--- config.mk ---
export PLATFORM = sky130hd
export DESIGN_NAME = instr_fetch_flat
export DESIGN_NICKNAME = d
export VERILOG_FILES = /design/src/rtl/instr_fetch_pkg.sv /design/src/rtl/instr_fetch_if.sv /design/src/rtl/instr_fetch_perf.sv /design/src/rtl/instr_fetch.sv /design/src/flat_wrapper.sv
export SDC_FILE = /design/constraint.sdc
export NUM_CORES = 1
export LEC_CHECK = 0
export CELL_PAD_IN_SITES_DETAIL_PLACEMENT = 0
export CELL_PAD_IN_SITES_GLOBAL_PLACEMENT = 1
export CORE_ASPECT_RATIO = 1.1
export CORE_MARGIN = 3
export CORE_UTILIZATION = 31
export CTS_CLUSTER_DIAMETER = 30
export DETAILED_ROUTE_END_ITERATION = 10
export PLACE_DENSITY = 0.84
export SLEW_MARGIN = 10
export SYNTH_ARGS = -nofsm -noshare
export SYNTH_HDL_FRONTEND = slang
export SYNTH_SLANG_ARGS = --single-unit
export TNS_END_PERCENT = 20
--- constraint.sdc ---
create_clock -name clk -period 2.6 [get_ports clk]
set_input_delay 0.52 -clock clk [delete_from_list [all_inputs] [get_ports clk]]
set_output_delay 0.52 -clock clk [all_outputs]
set_load 0.02 [all_outputs]
--- src/rtl/instr_fetch_pkg.sv ---
// -----------------------------------------------------------------------------
// instr_fetch_pkg
// Shared definitions for the instruction fetch stage:
//   - default address/data widths
//   - fetch FSM state encoding (BOOT/RUN/HALT)
//   - NOP encoding used as the reset value of the output instruction register
//   - small helper that qualifies an accepted output transfer
// -----------------------------------------------------------------------------
package instr_fetch_pkg;

    localparam int ADDR_W_DEF = 22;
    localparam int DATA_W_DEF = 32;

    typedef enum logic [1:0] {
        ST_BOOT = 2'd0,
        ST_RUN  = 2'd1,
        ST_HALT = 2'd2
    } fetch_state_e;

    localparam logic [31:0] NOP_INSTR = 32'h0000_0000;

    // A transfer only counts as accepted when it is not dropped by a flush
    // in the same cycle.
    function automatic logic is_accept(input logic valid, input logic ready,
                                       input logic flush);
        return valid & ready & ~flush;
    endfunction

endpackage

--- src/rtl/instr_fetch_if.sv ---
// -----------------------------------------------------------------------------
// instr_fetch_if
// Bundles the fetch stage's bus signals:
//   imem_addr/imem_data          : instruction memory (combinational read)
//   redirect_valid/redirect_pc   : branch/jump redirect and flush
//   halt_req/halted              : halt request and halted status
//   out_valid/out_ready          : handshake towards decode
//   out_instr/out_pc             : fetched instruction and its PC
// Modports:
//   master : the fetch stage
//   slave  : the environment (memory, decode, control)
// -----------------------------------------------------------------------------
interface instr_fetch_if
    import instr_fetch_pkg::*;
#(
    parameter int ADDR_W = ADDR_W_DEF,
    parameter int DATA_W = DATA_W_DEF
);
    logic [ADDR_W-1:0] imem_addr;
    logic [DATA_W-1:0] imem_data;
    logic              redirect_valid;
    logic [ADDR_W-1:0] redirect_pc;
    logic              halt_req;
    logic              out_valid;
    logic              out_ready;
    logic [DATA_W-1:0] out_instr;
    logic [ADDR_W-1:0] out_pc;
    logic              halted;

    modport master (
        output imem_addr,
        input  imem_data,
        input  redirect_valid,
        input  redirect_pc,
        input  halt_req,
        output out_valid,
        input  out_ready,
        output out_instr,
        output out_pc,
        output halted
    );

    modport slave (
        input  imem_addr,
        output imem_data,
        output redirect_valid,
        output redirect_pc,
        output halt_req,
        input  out_valid,
        output out_ready,
        input  out_instr,
        input  out_pc,
        input  halted
    );

endinterface

--- src/rtl/instr_fetch_perf.sv ---
// -----------------------------------------------------------------------------
// instr_fetch_perf
// Pair of 32-bit saturating event counters for the fetch stage.
// Ports:
//   clk_i        : clock
//   reset_n_i    : synchronous active-low reset, clears both counters
//   fetch_inc_i  : count one accepted transfer
//   stall_inc_i  : count one stalled cycle (valid held, not ready)
//   fetch_cnt_o  : accepted transfer count
//   stall_cnt_o  : stall cycle count
// -----------------------------------------------------------------------------
module instr_fetch_perf (
    input  logic        clk_i,
    input  logic        reset_n_i,
    input  logic        fetch_inc_i,
    input  logic        stall_inc_i,
    output logic [31:0] fetch_cnt_o,
    output logic [31:0] stall_cnt_o
);
    logic [31:0] fetch_cnt_q;
    logic [31:0] stall_cnt_q;

    // Saturating counter registers.
    always_ff @(posedge clk_i) begin
        if (!reset_n_i) begin
            fetch_cnt_q <= 32'd0;
            stall_cnt_q <= 32'd0;
        end else begin
            if (fetch_inc_i && (fetch_cnt_q != 32'hFFFF_FFFF)) begin
                fetch_cnt_q <= fetch_cnt_q + 32'd1;
            end else begin
                fetch_cnt_q <= fetch_cnt_q;
            end
            if (stall_inc_i && (stall_cnt_q != 32'hFFFF_FFFF)) begin
                stall_cnt_q <= stall_cnt_q + 32'd1;
            end else begin
                stall_cnt_q <= stall_cnt_q;
            end
        end
    end

    assign fetch_cnt_o = fetch_cnt_q;
    assign stall_cnt_o = stall_cnt_q;

endmodule

--- src/rtl/instr_fetch.sv ---
// -----------------------------------------------------------------------------
// instr_fetch
// Fetch stage: owns the PC, presents it to instruction memory, registers the
// combinationally returned word together with its PC and offers it to decode
// over a valid/ready handshake. Supports redirect (flush), halt and a short
// boot delay after reset.
// Ports:
//   clk      : clock, all state updates on the rising edge
//   reset_n  : synchronous active-low reset
//   bus      : instr_fetch_if.master (imem, redirect, halt, output handshake)
//   perf_fetch_cnt / perf_stall_cnt : only with INSTR_FETCH_PERF_EN defined
// Optional feature macro: INSTR_FETCH_PERF_EN (performance counters).
// -----------------------------------------------------------------------------
module instr_fetch
    import instr_fetch_pkg::*;
#(
    parameter int                ADDR_W      = ADDR_W_DEF,
    parameter int                DATA_W      = DATA_W_DEF,
    parameter logic [ADDR_W-1:0] RESET_PC    = '0,
    parameter int                BOOT_CYCLES = 1
) (
    input  logic        clk,
    input  logic        reset_n,
    instr_fetch_if.master bus
`ifdef INSTR_FETCH_PERF_EN
    ,
    output logic [31:0] perf_fetch_cnt,
    output logic [31:0] perf_stall_cnt
`endif
);
    localparam int BOOT_W = (BOOT_CYCLES > 1) ? $clog2(BOOT_CYCLES) : 1;
    localparam logic [BOOT_W-1:0] BOOT_LAST = BOOT_W'(BOOT_CYCLES - 1);

    fetch_state_e      state_q,     state_d;
    logic [ADDR_W-1:0] pc_q,        pc_d;
    logic [BOOT_W-1:0] boot_cnt_q,  boot_cnt_d;
    logic              out_valid_q, out_valid_d;
    logic [DATA_W-1:0] out_instr_q, out_instr_d;
    logic [ADDR_W-1:0] out_pc_q,    out_pc_d;
    logic              halted_q;

    logic              load_en_s;
    logic              redir_s;

    // Output register may be refilled when empty or being drained this cycle.
    assign load_en_s = ~out_valid_q | bus.out_ready;
    // Redirects are ignored while still booting.
    assign redir_s   = bus.redirect_valid & (state_q != ST_BOOT);

    // Next-state and datapath decisions.
    always_comb begin
        state_d     = state_q;
        pc_d        = pc_q;
        boot_cnt_d  = boot_cnt_q;
        out_valid_d = out_valid_q;
        out_instr_d = out_instr_q;
        out_pc_d    = out_pc_q;

        case (state_q)
            ST_BOOT: begin
                out_valid_d = 1'b0;
                boot_cnt_d  = boot_cnt_q + BOOT_W'(1);
                if (boot_cnt_q == BOOT_LAST) begin
                    state_d = ST_RUN;
                end else begin
                    state_d = ST_BOOT;
                end
            end
            ST_RUN: begin
                if (redir_s) begin
                    // Flush: drop held output, no capture this cycle.
                    pc_d        = bus.redirect_pc;
                    out_valid_d = 1'b0;
                end else if (load_en_s) begin
                    if (bus.halt_req) begin
                        out_valid_d = 1'b0;
                        state_d     = ST_HALT;
                    end else begin
                        out_instr_d = bus.imem_data;
                        out_pc_d    = pc_q;
                        out_valid_d = 1'b1;
                        pc_d        = pc_q + ADDR_W'(1);
                    end
                end else begin
                    // Stalled: everything holds.
                    out_valid_d = out_valid_q;
                end
            end
            ST_HALT: begin
                out_valid_d = 1'b0;
                if (redir_s) begin
                    pc_d    = bus.redirect_pc;
                    state_d = ST_RUN;
                end else begin
                    state_d = ST_HALT;
                end
            end
            default: begin
                state_d     = ST_BOOT;
                out_valid_d = 1'b0;
            end
        endcase
    end

    // State and datapath registers with synchronous reset.
    always_ff @(posedge clk) begin
        if (!reset_n) begin
            state_q     <= ST_BOOT;
            pc_q        <= RESET_PC;
            boot_cnt_q  <= '0;
            out_valid_q <= 1'b0;
            out_instr_q <= DATA_W'(NOP_INSTR);
            out_pc_q    <= '0;
            halted_q    <= 1'b0;
        end else begin
            state_q     <= state_d;
            pc_q        <= pc_d;
            boot_cnt_q  <= boot_cnt_d;
            out_valid_q <= out_valid_d;
            out_instr_q <= out_instr_d;
            out_pc_q    <= out_pc_d;
            halted_q    <= (state_d == ST_HALT);
        end
    end

    assign bus.imem_addr = pc_q;
    assign bus.out_valid = out_valid_q;
    assign bus.out_instr = out_instr_q;
    assign bus.out_pc    = out_pc_q;
    assign bus.halted    = halted_q;

`ifdef INSTR_FETCH_PERF_EN
    logic accept_s;
    logic stall_s;

    assign accept_s = is_accept(out_valid_q, bus.out_ready, redir_s);
    assign stall_s  = out_valid_q & ~bus.out_ready;

    instr_fetch_perf u_perf (
        .clk_i       (clk),
        .reset_n_i   (reset_n),
        .fetch_inc_i (accept_s),
        .stall_inc_i (stall_s),
        .fetch_cnt_o (perf_fetch_cnt),
        .stall_cnt_o (perf_stall_cnt)
    );
`endif

endmodule

--- src/flat_wrapper.sv ---
// flat-port wrapper written by rule: the top's interface ports become plain ports
module instr_fetch_flat import instr_fetch_pkg::*;
#(
    parameter int                ADDR_W      = ADDR_W_DEF,
    parameter int                DATA_W      = DATA_W_DEF,
    parameter logic [ADDR_W-1:0] RESET_PC    = '0,
    parameter int                BOOT_CYCLES = 1
)
  (clk, reset_n, bus_imem_addr, bus_imem_data, bus_redirect_valid, bus_redirect_pc, bus_halt_req, bus_out_valid, bus_out_ready, bus_out_instr, bus_out_pc, bus_halted);
  instr_fetch_if #(.ADDR_W(ADDR_W), .DATA_W(DATA_W)) bus_i ();
  input  logic clk;
  input  logic reset_n;
  output wire logic [$bits(bus_i.imem_addr)-1:0] bus_imem_addr;
  input wire logic [$bits(bus_i.imem_data)-1:0] bus_imem_data;
  input wire logic [$bits(bus_i.redirect_valid)-1:0] bus_redirect_valid;
  input wire logic [$bits(bus_i.redirect_pc)-1:0] bus_redirect_pc;
  input wire logic [$bits(bus_i.halt_req)-1:0] bus_halt_req;
  output wire logic [$bits(bus_i.out_valid)-1:0] bus_out_valid;
  input wire logic [$bits(bus_i.out_ready)-1:0] bus_out_ready;
  output wire logic [$bits(bus_i.out_instr)-1:0] bus_out_instr;
  output wire logic [$bits(bus_i.out_pc)-1:0] bus_out_pc;
  output wire logic [$bits(bus_i.halted)-1:0] bus_halted;
  assign bus_imem_addr = bus_i.imem_addr;
  assign bus_i.imem_data = bus_imem_data;
  assign bus_i.redirect_valid = bus_redirect_valid;
  assign bus_i.redirect_pc = bus_redirect_pc;
  assign bus_i.halt_req = bus_halt_req;
  assign bus_out_valid = bus_i.out_valid;
  assign bus_i.out_ready = bus_out_ready;
  assign bus_out_instr = bus_i.out_instr;
  assign bus_out_pc = bus_i.out_pc;
  assign bus_halted = bus_i.halted;
  instr_fetch #(.ADDR_W(ADDR_W), .DATA_W(DATA_W), .RESET_PC(RESET_PC), .BOOT_CYCLES(BOOT_CYCLES)) u_core (.clk(clk), .reset_n(reset_n), .bus(bus_i));
endmodule
After elaboration in Yosys (flattened, before gate mapping)
Index checks and enable logic that the tools add are counted.
{ "word_totals": {"input_bits": 59, "output_inout_bits": 78, "reg_bits": 81, "word_cells": 40} }
{ "op_classes": {"n_eq_ne": 6, "mux": 12, "bitwise_logic": 7, "n_reduce_logical": 6, "n_addsub": 2} }
{ "op_table": {"columns": ["operator", "count"], "rows": [
  ["$mux 22", 4],
  ["$pmux 22 s2", 1],
  ["$add 22x1->22 const B", 1],
  ["$mux 2", 4],
  ["$reduce_and 4->1", 2],
  ["$pmux 2 s3", 1],
  ["$not 1->1", 5],
  ["$eq 2x2->1 const B", 2],
  ["$reduce_bool 2->1", 2],
  ["$ne 3x1->1 const B", 1],
  ["$ne 3x2->1 const B", 1],
  ["$reduce_or 3->1", 1],
  ["$eq 2x1->1 const B", 1],
  ["$logic_not 2->1", 1],
  ["$mux 1", 2],
  ["$ne 2x1->1 const B", 1],
  ["$add 1x1->1 const B", 1],
  ["$and 1x1->1", 1],
  ["$or 1x1->1", 1]
]} }

Logic depth before layout (Yosys ltp)
{ "depth": {"word_depth": 6, "mapped_depth": 10, "ltp_nobuf": 7} }

Worst setup path after synthesis
No wires, ideal clock.
{ "synth_timing": {"kind": "register to register", "start": "register u_core.pc_q[0] (netlist: u_core.bus.imem_addr[0])", "end": "register u_core.pc_q[20] (netlist: u_core.bus.imem_addr[20])", "setup_slack_ps": 477, "setup_ps": 122, "arrival_ps": 2001, "stages_incl_launch_ff": 7, "t_required_ps": 2478, "path_cell_list": "dfxtp_1 -> ha_1 -> nand3_1 -> or3_4 -> or4_1 -> a32oi_1 -> a211oi_1"} }
{ "synth_via": {"elab_chain_cells": 5} }
{ "synth_lines": {"columns": ["item", "line", "rtl"], "rows": [
  ["from (decl)", "instr_fetch.sv:35", "logic [ADDR_W-1:0] pc_q, pc_d;"],
  ["from (signal assigned)", "instr_fetch.sv:117", "pc_q <= pc_d;"],
  ["$add 22x1->22", "instr_fetch.sv:82", "pc_d = pc_q + ADDR_W'(1);"],
  ["$mux 22", "instr_fetch.sv:75", "if (bus.halt_req) begin"],
  ["$mux 22", "instr_fetch.sv:74", "end else if (load_en_s) begin"],
  ["$mux 22", "instr_fetch.sv:70", "if (redir_s) begin"],
  ["$pmux 22 s2", "instr_fetch.sv:59", "case (state_q)"]
]} }
Every way passes these cells. The select of a mux whose other input is x is not followed.
A chain may end at the register's enable or synchronous reset.

Final worst setup path
{ "layout_timing": {"start": "register u_core.state_q[0]", "end": "register u_core.pc_q[0] (netlist: u_core.bus.imem_addr[0])"} }
{ "layout_via": {"elab_chain_cells": 4, "word_cells_on_any_way": 11, "classes_between": "eq/ne (5); mux (2); bitwise (1); reduce/logical (3)"} }
{ "layout_lines": {"columns": ["item", "line", "rtl"], "rows": [
  ["from (decl)", "instr_fetch.sv:34", "fetch_state_e state_q, state_d;"],
  ["from (signal assigned)", "instr_fetch.sv:116", "state_q <= state_d;"],
  ["$reduce_bool 2->1", "instr_fetch.sv:48", "assign redir_s = bus.redirect_valid & (state_q != ST_BOOT);"],
  ["$and 1x1->1", "instr_fetch.sv:48", null],
  ["$ne 3x1->1 (no source line) (tied with other cells)", null, null],
  ["$reduce_and 4->1 (no source line) or $pmux 22 s2 (tied branches)", null, null]
]} }
Several ways; a longest one is shown, not always the timed one.

==> metrics.log <==
[metrics] status: finished, final reports clean
[metrics] Core Region: roughly 11,000 µm²
[metrics] Final Cycle Share: 0.811
[metrics] highest net fanout along the worst path: 16
[metrics] buffer count from post-CTS setup fixing: 0
[metrics] relative area change from synthesis to final layout: 51.4%
[metrics] synth unique cells: 54
[metrics] vias per cell: ~4.9
[metrics] area share of xor/xnor cells in the synthesized design: 0.00493
[metrics] number of enable flip-flop cells after synthesis: 0
[metrics] net switching power: 1.65 mW
[metrics] final-layout worst hold slack: about 450 ps
[metrics] RR Endpoint: u_core.bus.imem_addr[0]$_SDFFE_PN0P_
[metrics] hold_buf cts: 0
[metrics] combined area of the multi-input logic cells: ~1800 µm²
[metrics] total global routing overflow: 0
[metrics] capture point of the critical path: u_core.bus.imem_addr[0]$_SDFFE_PN0P_
[metrics] number of antenna repair diodes: 0
[metrics] number of remaining DRC errors: 0
[metrics] Antenna Violating Nets Remaining: 0
[metrics] routability congestion estimate from global placement: between 0.8 and 0.9
[metrics] count of cells along the worst register-to-register path: 8
[metrics] final total negative setup slack: 0 ps
[metrics] Mapped Cells: 446
[metrics] internal power component: between 2 and 3 mW
[metrics] detail-routed net length per standard cell: roughly 15 µm
[metrics] Worst-Margin Slew: between 400 and 500 ps
[metrics] highest achievable clock rate: 0.474 GHz
[metrics] Clock transition at path regs: around 60 ps
[metrics] total CTS buffers: 9
[metrics] first drt pass iteration count: 4
[metrics] Min Clock Period, post-route: 2110 ps
[metrics] critical register-to-register path startpoint: u_core.state_q[0]$_SDFF_PN0_
[metrics] clock tree from TritonCTS: done
[metrics] signal arrival time at the worst endpoint: around 2400 ps
[metrics] floorplan die area: 12,800 µm²
[metrics] fraction of power consumed by the clock network: 0.264
[metrics] critical path capture point type: flop
[metrics] half-perimeter wire length after detailed placement: roughly 8000 µm
[metrics] clock latency reported for the late side of the worst-skew pair: around 330 ps
[metrics] ports placed on the boundary: ~140
[metrics] normalized max-slew margin: 0.723
[metrics] skew final: 6.25 ps
[metrics] Final Instance Area: 5370 µm²
[metrics] total detailed-routing wirelength: between 10,000 and 15,000 µm
[metrics] Final Setup Violations: 0
[metrics] dominant combinational cell family by area after synthesis: simple AND/OR/NAND/NOR gates
[metrics] Sequential cell area: roughly 1600 µm²
[metrics] arithmetic-cell share of the synthesized area counting full adders, half adders and majority gates: 0.0176
[metrics] Max IR drop VDD: between 0.0003 and 0.0004 V
[metrics] syn_area_per_cell: about 8.0 µm²
[metrics] final hold violation count: 0
[metrics] Net Count, Synth: 510
[metrics] via count: 3,622
[metrics] Die Width: 108 µm
[metrics] global-route wire length before repair: roughly 18,000 µm
[metrics] largest net degree at the start of global routing: 57
[metrics] number of antenna violations at the first check in global routing: 0
[metrics] Worst Hold Depth: 2
[metrics] switching share of power: 0.367
[metrics] PostCTS Resize Cnt: 0
[metrics] Yosys warning total: 0
[metrics] IO buf count: between 100 and 150
[metrics] leakage power summed over all cells: between 1.5 and 2 nW
[metrics] clock sink count: 81
[metrics] Top FF cell, synth: sky130_fd_sc_hd__dfxtp_1
[metrics] worst min path class: reg2reg
[metrics] Overall Global Routing Usage: 0.174
[metrics] root cell of the clock tree: sky130_fd_sc_hd__clkbuf_16
[metrics] post-synthesis instance area: 3550 µm²
[metrics] required time worst endpoint: 2860 ps
[metrics] fraction of final layout cells with drive strength greater than 1: 0.0922
[metrics] Max Root-Sink Buffers: 2
[metrics] Total Nets Final: between 600 and 700
[metrics] unrepaired setup endpoints after global routing: no
[metrics] placed cell area: slightly above 5000 µm²
[metrics] sequential cell area fraction in the yosys report: 0.457
[metrics] maximum level of the CTS H-tree: 3
[metrics] critical path launch point type: flop
[metrics] Total Power: between 4 and 5 mW
[metrics] combinational cell fraction of total power: 0.382
[metrics] multiplexer share of the synthesized area: 0.00564
[metrics] share of synthesized cell area in and, or, nand and nor gates: 0.255
[metrics] critical path class: reg2reg
[metrics] count of filler cells inserted in the layout: 1,089
[metrics] Final Max Tran Viols: 0
[metrics] worst setup path startpoint: u_core.state_q[0]$_SDFF_PN0_
[metrics] share of the synthesized area in compound gates (AO/OA/AOI/OAI): 0.208
[metrics] Initial Util: 0.321
[metrics] PwrDens: roughly 840 nW/µm²
[metrics] number of storage elements in the synthesis netlist: roughly 80
[metrics] initial detailed-routing violation count: around 200
[metrics] via count of the first global-routing pass: between 3,000 and 4,000
[metrics] max-cap violations: 0
[metrics] number of standard-cell rows in the floorplan: 40
[metrics] internal reg-to-reg setup slack: 490 ps
[metrics] share of flip-flops with an asynchronous set or reset after synthesis: 0
[metrics] die height: between 100 and 150 µm
[metrics] relative contribution of sequential cells to total power: 0.353
[cells in the final DEF, fill, tap and decap left out, types with 2 or more instances in the layout]
master,n
sky130_fd_sc_hd__ha_1,5
sky130_fd_sc_hd__buf_4,17
sky130_fd_sc_hd__nor4_1,4
sky130_fd_sc_hd__mux2i_1,2
sky130_fd_sc_hd__nand4_1,2
sky130_fd_sc_hd__nand2_1,129
sky130_fd_sc_hd__o21ai_0,15
sky130_fd_sc_hd__nor3b_1,2
sky130_fd_sc_hd__nand2b_1,4
sky130_fd_sc_hd__clkbuf_16,9
sky130_fd_sc_hd__nor2_1,19
sky130_fd_sc_hd__o31ai_1,2
sky130_fd_sc_hd__nand3_1,9
sky130_fd_sc_hd__dfxtp_1,81
sky130_fd_sc_hd__nor3_1,7
sky130_fd_sc_hd__or2_2,2
sky130_fd_sc_hd__and2_1,2
sky130_fd_sc_hd__o22ai_1,3
sky130_fd_sc_hd__a31oi_1,3
sky130_fd_sc_hd__clkinvlp_4,3
sky130_fd_sc_hd__a311oi_1,2
sky130_fd_sc_hd__o32a_1,2
sky130_fd_sc_hd__clkbuf_8,2
sky130_fd_sc_hd__o221a_2,5
sky130_fd_sc_hd__a211oi_1,5
sky130_fd_sc_hd__a21oi_1,70
sky130_fd_sc_hd__or3_1,2
sky130_fd_sc_hd__nor2b_1,3
sky130_fd_sc_hd__o221ai_1,2
sky130_fd_sc_hd__clkdlybuf4s50_1,136
sky130_fd_sc_hd__nand4_2,3
sky130_fd_sc_hd__inv_1,5
[critical path, cell delays in order, from the launching register on]
cell and delay [ps]:
sky130_fd_sc_hd__dfxtp_1 380, sky130_fd_sc_hd__inv_1 80, sky130_fd_sc_hd__ha_1 250, sky130_fd_sc_hd__nand2b_1 200, sky130_fd_sc_hd__buf_4 180, sky130_fd_sc_hd__o211ai_2 120, sky130_fd_sc_hd__nand2_2 250, sky130_fd_sc_hd__or3_1 400
sky130_fd_sc_hd__a31oi_1 170
[worst min-delay path by stage]
| stage | slack, ps | to | from |
|---|---|---|---|
| after floorplan | 480 | u_core.boot_cnt_q$_SDFFE_PN0N_ | u_core.boot_cnt_q$_SDFFE_PN0N_ |
| after global placement | 440 | u_core.bus.out_instr[26]$_SDFFE_PN0P_ | u_core.bus.out_instr[26]$_SDFFE_PN0P_ |
| after detailed placement | 450 | u_core.bus.out_instr[26]$_SDFFE_PN0P_ | u_core.bus.out_instr[26]$_SDFFE_PN0P_ |
| after CTS | 450 | u_core.bus.out_instr[26]$_SDFFE_PN0P_ | u_core.bus.out_instr[26]$_SDFFE_PN0P_ |
| after global routing | 470 | u_core.bus.out_pc[0]$_SDFFE_PN0P_ | u_core.bus.out_pc[0]$_SDFFE_PN0P_ |
| final | 450 | u_core.bus.out_pc[7]$_SDFFE_PN0P_ | u_core.bus.out_pc[7]$_SDFFE_PN0P_ |
[through the flow]
step,setup slack [ps],std cells,utilization
global placement,295,717,0.460
global route,322,733,0.486
floorplan,477,446,-
detailed placement,246,717,0.460
finish,492,733,0.486
CTS,496,733,0.486
[layer usage]
layer / share of wire / vias to the layer above / GRT usage
met3: 0.087 / 16 / 0.0388
li1: - / 1813 / -
met2: 0.46 / 135 / 0.281
met4: 0.019 / 0 / 0.0695
met1: 0.44 / 1658 / 0.222
met5: 0 / - / 0
[synth_stat cells, drive strengths merged, types with 3 or more instances]
cell,number,area [µm²]
nand2,130,490
dfxtp,81,1620
a21oi,70,350
clkbuf,25,124
nor2,19,71.3
o21ai,15,75.1
nand3,9,45.0
nor3,9,55.1
inv,6,22.5
a211oi,5,37.5
buf,5,37.5
ha,5,62.6
nand2b,5,38.8
nand4,5,50.1
o221a,5,56.3
nor4,4,25.0
or3,4,30.0
a31oi,3,18.8
nor2b,3,18.8
o22ai,3,18.8
o32a,3,31.3
[sequential cells by signal, indices dropped and copies added, names as in the netlist]
signal / cells
u_core.bus.imem_addr: 22
u_core.bus.halted: 1
u_core.bus.out_pc: 22
u_core.bus.out_instr: 32
u_core.boot_cnt_q: 1
u_core.bus.out_valid: 1
u_core.state_q: 2
[power by group through the flow]
stage	registers, mW	clock network (mW)	logic, mW
2_1_floorplan	1.77	0	0.841
3_3_place_gp	1.61	0	1.71
3_5_place_dp	1.62	0	1.73
4_1_cts	1.59	1.23	1.74
5_1_grt	1.62	1.28	1.90
6_report	1.59	1.19	1.72
[layout make-up]
| type | instances | share of cell area |
|---|---|---|
| flip-flops and latches | 81 | 0.302 |
| multi-input cells | 329 | 0.326 |
| clock buffers | 12 | 0.0477 |
| clock inverters | 4 | 0.00512 |
| inverters | 6 | 0.00419 |
| repair buffers | 154 | 0.281 |
| well taps | 147 | 0.0342 |
[cells by family after synthesis]
kind of cell	Yosys count
and+or+nand+nor	199
xor gates and xnor gates	2
AOI/OAI and AO/OA	121
DFF	81
adders and majority gates	5
muxes	2
buffers and inverters	36
(Power assumes the default switching activity.)
